--- src/rtl/hazard_pkg.sv ---
// hazard_pkg: shared encodings, forwarding selects and the MD sequencer state type.
package hazard_pkg;
  localparam logic [1:0] WB_ALU = 2'b00, WB_PC4 = 2'b01, WB_MEM = 2'b10, WB_IMM = 2'b11;
  localparam logic [1:0] FWD_RF = 2'b00, FWD_W = 2'b01, FWD_M = 2'b10;
  typedef enum logic [1:0] {IDLE, BUSY, DONE} md_state_t;
  // M beats W so the youngest producer wins; x0 never forwards
  function automatic logic [1:0] fwd_sel(input logic [4:0] src, input logic [4:0] wm, input logic [4:0] ww,
                                         input logic rwm, input logic rww);
    return (rwm && wm != 5'd0 && wm == src) ? FWD_M : (rww && ww != 5'd0 && ww == src) ? FWD_W : FWD_RF;
  endfunction
endpackage

--- src/rtl/md_seq.sv ---
// md_seq: multiply/divide sequencer; holds the op in EX for MD_LAT stall cycles plus one release cycle.
module md_seq import hazard_pkg::*; #(
  parameter int MD_LAT = 4
) (
  input  logic clk,
  input  logic rst,
  input  logic md_op,
  output logic md_start,
  output logic md_busy,
  output logic md_stall
);
  localparam int CW = $clog2(MD_LAT + 1);
  md_state_t state;
  logic [CW-1:0] cnt;
  always_ff @(posedge clk)
    if (rst) begin
      state <= IDLE;
      cnt   <= '0;
    end else case (state)
      IDLE: if (md_op) begin
        state <= BUSY;
        cnt   <= CW'(MD_LAT - 1);
      end
      BUSY: begin
        cnt <= cnt - CW'(1);
        if (cnt == CW'(1)) state <= DONE;
      end
      default: state <= IDLE;
    endcase
  assign md_start = state == IDLE && md_op;
  assign md_stall = md_start || state == BUSY;
  assign md_busy  = state != IDLE;
endmodule

--- src/rtl/md_hazard_ctrl.sv ---
// md_hazard_ctrl: stall/flush/forward control for the 5-stage pipeline; HAZ_FWD_EN selects forwarding vs RAW stalls.
module md_hazard_ctrl import hazard_pkg::*; #(
  parameter int MD_LAT = 4
) (
  input  logic       clk,
  input  logic       rst,
  input  logic [4:0] raddr1D,
  input  logic [4:0] raddr2D,
  input  logic [4:0] raddr1E,
  input  logic [4:0] raddr2E,
  input  logic [4:0] waddrE,
  input  logic [4:0] waddrM,
  input  logic [4:0] waddrW,
  input  logic       reg_wrE,
  input  logic       reg_wrM,
  input  logic       reg_wrW,
  input  logic [1:0] wb_selE,
  input  logic       md_opE,
  input  logic       br_takenE,
  output logic       StallF,
  output logic       StallD,
  output logic       StallE,
  output logic       FlushD,
  output logic       FlushE,
  output logic       FlushM,
  output logic [1:0] fwd_AE,
  output logic [1:0] fwd_BE,
  output logic       md_start,
  output logic       md_busy
);
  logic md_stall, md_start_i, md_busy_i, lw_stall, haz;
  md_seq #(.MD_LAT(MD_LAT)) u_md_seq (
    .clk(clk), .rst(rst), .md_op(md_opE),
    .md_start(md_start_i), .md_busy(md_busy_i), .md_stall(md_stall)
  );
  assign lw_stall = wb_selE == WB_MEM && waddrE != 5'd0 && (waddrE == raddr1D || waddrE == raddr2D);
`ifdef HAZ_FWD_EN
  logic unused_fwd;
  assign unused_fwd = reg_wrE;
  assign haz    = lw_stall;
  assign fwd_AE = rst ? FWD_RF : fwd_sel(raddr1E, waddrM, waddrW, reg_wrM, reg_wrW);
  assign fwd_BE = rst ? FWD_RF : fwd_sel(raddr2E, waddrM, waddrW, reg_wrM, reg_wrW);
`else
  // W-stage writes are bypassed inside the register file, so only E and M producers stall
  function automatic logic raw_hit(input logic [4:0] s);
    return s != 5'd0 && ((reg_wrE && waddrE == s) || (reg_wrM && waddrM == s));
  endfunction
  logic unused_fwd;
  assign unused_fwd = ^{raddr1E, raddr2E, waddrW, reg_wrW};
  assign haz    = lw_stall || raw_hit(raddr1D) || raw_hit(raddr2D);
  assign fwd_AE = FWD_RF;
  assign fwd_BE = FWD_RF;
`endif
  assign StallF   = !rst && (md_stall || (!br_takenE && haz));
  assign StallD   = StallF;
  assign StallE   = !rst && md_stall;
  assign FlushD   = !rst && !md_stall && br_takenE;
  assign FlushE   = !rst && !md_stall && (br_takenE || haz);
  assign FlushM   = StallE;
  assign md_start = !rst && md_start_i;
  assign md_busy  = !rst && md_busy_i;
endmodule

--- config.mk ---
export PLATFORM = sky130hd
export DESIGN_NAME = md_hazard_ctrl
export DESIGN_NICKNAME = d
export VERILOG_FILES = /design/src/rtl/hazard_pkg.sv /design/src/rtl/md_seq.sv /design/src/rtl/md_hazard_ctrl.sv
export SDC_FILE = /design/constraint.sdc
export NUM_CORES = 1
export LEC_CHECK = 0
export BUFFER_PORTS_ARGS = -buffer_cell sky130_fd_sc_hd__buf_2
export CAP_MARGIN = 20
export CORE_UTILIZATION = 33
export CTS_BUF_LIST = sky130_fd_sc_hd__clkbuf_16
export DETAILED_ROUTE_END_ITERATION = 12
export HOLD_SLACK_MARGIN = 0.03
export PLACE_DENSITY = 0.74
export SLEW_MARGIN = 20
export SYNTH_ARGS = -nofsm -noshare
export SYNTH_HDL_FRONTEND = slang
export SYNTH_SLANG_ARGS = --single-unit
export TNS_END_PERCENT = 20
--- constraint.sdc ---
create_clock -name clk -period 1.7 [get_ports clk]
set_input_delay 0.255 -clock clk [delete_from_list [all_inputs] [get_ports clk]]
set_output_delay 0.255 -clock clk [all_outputs]
set_load 0.03 [all_outputs]
-- After elaboration in Yosys (flattened, before gate mapping)
Index checks and enable logic that the tools add are counted.
- add/sub/neg operators: 1
- equal/unequal tests: 9
- mux-type cells: 5
- reductions and logical operators: 36
- operator list (cell ; number):
    $eq 5x5->1 ; 4
    $logic_and 1x1->1 ; 17
    $reduce_bool 5->1 ; 3
    $logic_or 1x1->1 ; 8
    $pmux 3 s2 ; 1
    $mux 2 ; 2
    $pmux 2 s2 ; 1
    $reduce_and 2->1 ; 2
    $reduce_bool 2->1 ; 2
    $eq 3x1->1 const B ; 1
    $logic_not 1->1 ; 3
    $mux 3 ; 1
    $sub 3x1->3 const B ; 1
    $eq 2x1->1 const B ; 1
    $eq 2x2->1 const B ; 1
    $logic_not 2->1 ; 1
    $ne 2x1->1 const B ; 1
    $ne 2x2->1 const B ; 1
- flip-flop bits (word level): 5
- input bits: 44
- logic and storage cells: 53

-- Logic depth before layout (Yosys ltp)
- word-level depth: 9
- mapped depth: 6
- depth with buffers taken out: 6

-- Hierarchy
A second synthesis with hierarchy kept.
- cells, all modules: 82
- area, all modules: 670.6 µm²
- by module, submodules not included (module ; times used ; cells an instance ; area an instance (µm²) ; sequential area each (µm²)):
    md_hazard_ctrl ; 1 ; 56 ; 410.4 ; 0.0
    md_seq ; 1 ; 26 ; 260.2 ; 100.1

-- Worst setup path after synthesis
Ideal clock, no wire load.
- kind: input to output
- from: input port rst
- to: output port StallF
- arrival time: 2.036 ns
- setup slack: -0.591 ns
- stages on the path: 5
- cell sequence: clkbuf_1 > nor3_1 > a21o_1 > o32a_1 > buf_4
- cells in the longest elaborated chain, start to end: 2
- ends and longest elaborated chain (item ; line ; text):
    start: declaration ; md_hazard_ctrl.sv:6 ; input logic rst,
    $logic_not 1->1 ; md_hazard_ctrl.sv:54 ; assign StallF = !rst && (md_stall || (!br_takenE && haz));
    $logic_and 1x1->1 ; md_hazard_ctrl.sv:54 ;
    end: declaration ; md_hazard_ctrl.sv:20 ; output logic StallF,
No other way between the ends.

-- Final worst setup path
- from: input port waddrE[3]
- to: output port StallD
- cells in the longest elaborated chain, start to end: 9
- elaborated cells on any way between the ends: 17
- ends and longest elaborated chain (item ; line ; text):
    start: declaration ; md_hazard_ctrl.sv:11 ; input logic [4:0] waddrE,
    $eq 5x5->1 ; md_hazard_ctrl.sv:36, md_hazard_ctrl.sv:46 ;
    $logic_and 1x1->1 ; md_hazard_ctrl.sv:46 ; return s != 5'd0 && ((reg_wrE && waddrE == s) || (reg_wrM && waddrM == s));
    $logic_or 1x1->1 ; md_hazard_ctrl.sv:46 ;
    $logic_and 1x1->1 ; md_hazard_ctrl.sv:46 ;
    $logic_or 1x1->1 ; md_hazard_ctrl.sv:50 ; assign haz = lw_stall || raw_hit(raddr1D) || raw_hit(raddr2D);
    $logic_or 1x1->1 * ; md_hazard_ctrl.sv:50 ;
    $logic_and 1x1->1 * ; md_hazard_ctrl.sv:54 ;
    $logic_or 1x1->1 * ; md_hazard_ctrl.sv:54 ;
    $logic_and 1x1->1 * ; md_hazard_ctrl.sv:54 ;
    end: declaration ; md_hazard_ctrl.sv:21 ; output logic StallD,
Every way passes the cells marked *; elsewhere a longest branch is shown, timed or not.

==> results.md <==
- Outcome: finished with violations
- Failing checks: negative setup slack
- GRT Total Usage: about a fifth
- Post-synthesis mux area share: 1.74%
- Synthesis warning total: 0
- Port bufs: 35
- I/O pin count: between 50 and 60
- XOR/XNOR Fraction of Synth Area: between 20% and 30%
- Area growth from synthesis to layout: 65.7%
- Setup WS post-layout: -0.170 ns
- Lkg Pwr: slightly below 0.5 nW
- Hold Buf Count CTS: 0
- Routed vias: roughly 770
- Worst path most repeated cell: buf_6
- Core Rows: 15
- Die area: around 2100 um^2
- Post-Synth Simple-Gate Area: around a quarter
- Post-route clock period utilization: 110%
- Initial antenna violation count: 0
- First-pass iteration count of the detailed router: 4
- Final setup fails: 3
- Yosys cell types: 30
- Clock Latency Late Sink: about 0.23 ns
- Slew Limit Fails: 0
- CP max-delay cell: or4_4
- Post-Syn Area: about 650 um^2
- Gate Count Post-Synth: between 80 and 90
- Top-count cell post-synth: xnor2_1
- Worst hold slack: around 0.35 ns
- Post-synth EDFFs: 0
- Register area share after synthesis: approximately 16%
- CTS Root Cell: clkbuf_16
- Vias/cell: slightly below 5
- Crit end category: output port
- Top post-synthesis cells by area: xnor2_1 18%, dfxtp_1 16%, xor2_1 9.5%
- Hold Fails Final Rpt: 0
- Largest family of logic cells by synthesized area: XOR/XNOR gates
- Worst hold path type: primary input to register
- CTS tree: yes
- Clock-pin transition on the worst setup and hold timing paths: around 0.03 ns
- Worst setup path class: primary input to output port
- Area share of fa/ha/maj cells after synthesis: roughly 3.9%
- Max VDD drop: between 0.0003 and 0.0004 V
- Dpl hpwl: roughly 1500 um
- Pwr Density: around 750 nW/um^2
- DRT iter0 DRCs: 8
- CP arrival: between 1.5 and 2 ns
- H-tree depth: 1
- Fin nets: between 150 and 200
- Synthesized flop and latch total: 5
- Core Box Area: 1780 um^2
- Die Width: about 46 um
- Main synth FF type: dfxtp_1
- Synth area leader: xnor2_1
- Cell Chain, Critical Path: buf_6, or4_4, o21ai_2, a21oi_2, o32a_4, buf_6
- Max stage delay on crit path: between 0.5 and 0.6 ns
- Clk sinks: 5
- Total power: 798 uW
- First-pass GRT wire length: between 2000 and 3000 um
- Worst Clk Skew: 0.00172 ns
- Overall routed net length: ~1700 um
- Starting Density: 36.2%
- Compound-Gate Fraction of Synth Area: 15.3%
- Yosys top cell area share: between 10% and 20%
- ANT cells: 0
- Post-CTS Setup Inserts: 0
- Async SR Flop Fraction: 0%
- GPL Wtd Cong: 0.789
- Max_cap viols: 0
- Synth top cells by count: 13 x xnor2_1, 12 x nor2_1, 7 x xor2_1
- Mapped Avg Cell Area: between 7 and 8 um^2
- CP max FO: 2
- DRC errors left: 0
- Final ANT Viol Nets: 0
- Clock Tree Buf Depth: 2
- CP Launch Type: primary input
- Largest net degree at the start of global routing: 10
- Number of global-route vias before repair: 734
- Cts bufs inserted: 3
- Period minus WS final: 1.87 ns
- Max Clk Rate: ~530 MHz
- Layout cells sized above 1: a little under half
- Wirelength per Cell: 11.1 um
- Die H: between 40 and 50 um
- Grt ovf: 0
- RSZ-0062 raised after global routing: yes
- Worst EP required: 1.44 ns
-- cell usage in the layout, fill, tap and decap left out, types with 2 or more instances in the layout --
cell type	instances
a211oi_1	2
a21o_1	2
buf_2	28
buf_4	10
buf_6	7
clkbuf_16	3
conb_1	4
dfxtp_1	5
ha_1	2
inv_1	4
nand2_1	4
nand3_1	3
nor2_1	10
nor2_2	2
nor2b_1	2
nor3_1	2
o21ai_2	2
o31a_1	2
or4_4	2
xnor2_1	13
xor2_1	7
-- final timing paths --
check	from	end	slack (ns)	depth (start not counted)
min reg2reg	u_md_seq.cnt[1]	u_md_seq.cnt[1]	0.50	2
max	waddrE[3]	StallD	-0.17	6
max reg2reg	u_md_seq.cnt[0]	u_md_seq.cnt[2]	0.57	5
min	rst	u_md_seq.cnt[0]	0.35	2
-- logic make-up (layout without fill, tap and decap cells) --
family / count (synthesis) / after routing
other: 1 / 4
multiplexers: 1 / 1
buffers and inverters: 10 / 52
AND/OR/NAND/NOR: 33 / 33
AO/OA/AOI/OAI: 14 / 14
adder cells (fa/ha/maj): 2 / 2
flip-flops: 5 / 5
XOR/XNOR: 20 / 20
-- where the power goes --
group / switching, mW / internal, mW / leakage, nW
logic: 0.148 / 0.132 / 0.405
clock network: 0.0760 / 0.304 / 0.0423
registers: 0.00853 / 0.129 / 0.0413
total: 0.232 / 0.566 / 0.489
-- worst max-delay path, delay by kind of cell --
family | cells | cell delay [ns]
AOI/OAI and AO/OA | 3 | 0.60
and+or+nand+nor | 1 | 0.53
buffers and inverters | 2 | 0.23
-- state kept, by name, summed over array words and instances (netlist names) --
name            flops
u_md_seq.cnt        3
u_md_seq.state      2
-- repair_timing --
item | CTS | global route
pin swaps | 3 | 1
setup endpoints to repair | 3 | 4
hold endpoints to repair | 0 | 0
resized for setup | 13 | 6
-- stage by stage --
step	util [%]	cells	setup WS, ns	setup TNS (ns)	area (um^2)
final	60.0	156	-0.170	-0.414	1070
after global routing	60.0	156	-0.209	-0.545	1070
after CTS	58.7	156	-0.169	-0.502	1050
after detailed placement	51.6	152	-0.225	-0.622	920
after global placement	51.6	152	-0.222	-0.597	920
after floorplan	-	89	-0.116	-0.116	687
-- layout make-up --
class,count,area [um^2]
multi-input cells,74,554
clock buffers,3,75.1
fillers,168,713
repair buffers,45,294
clock inverters,1,3.75
well taps,25,31.3
flip-flops and latches,5,100
inverters,3,11.3
-- per-layer routing --
| metal | GRT usage [%] | wire length (um) |
|---|---|---|
| met1 | 18.3 | 648 |
| met2 | 34.4 | 892 |
| met3 | 5.88 | 117 |
| met4 | 15.9 | 80 |
| met5 | 0 | 0 |
(Power assumes the default switching activity.)
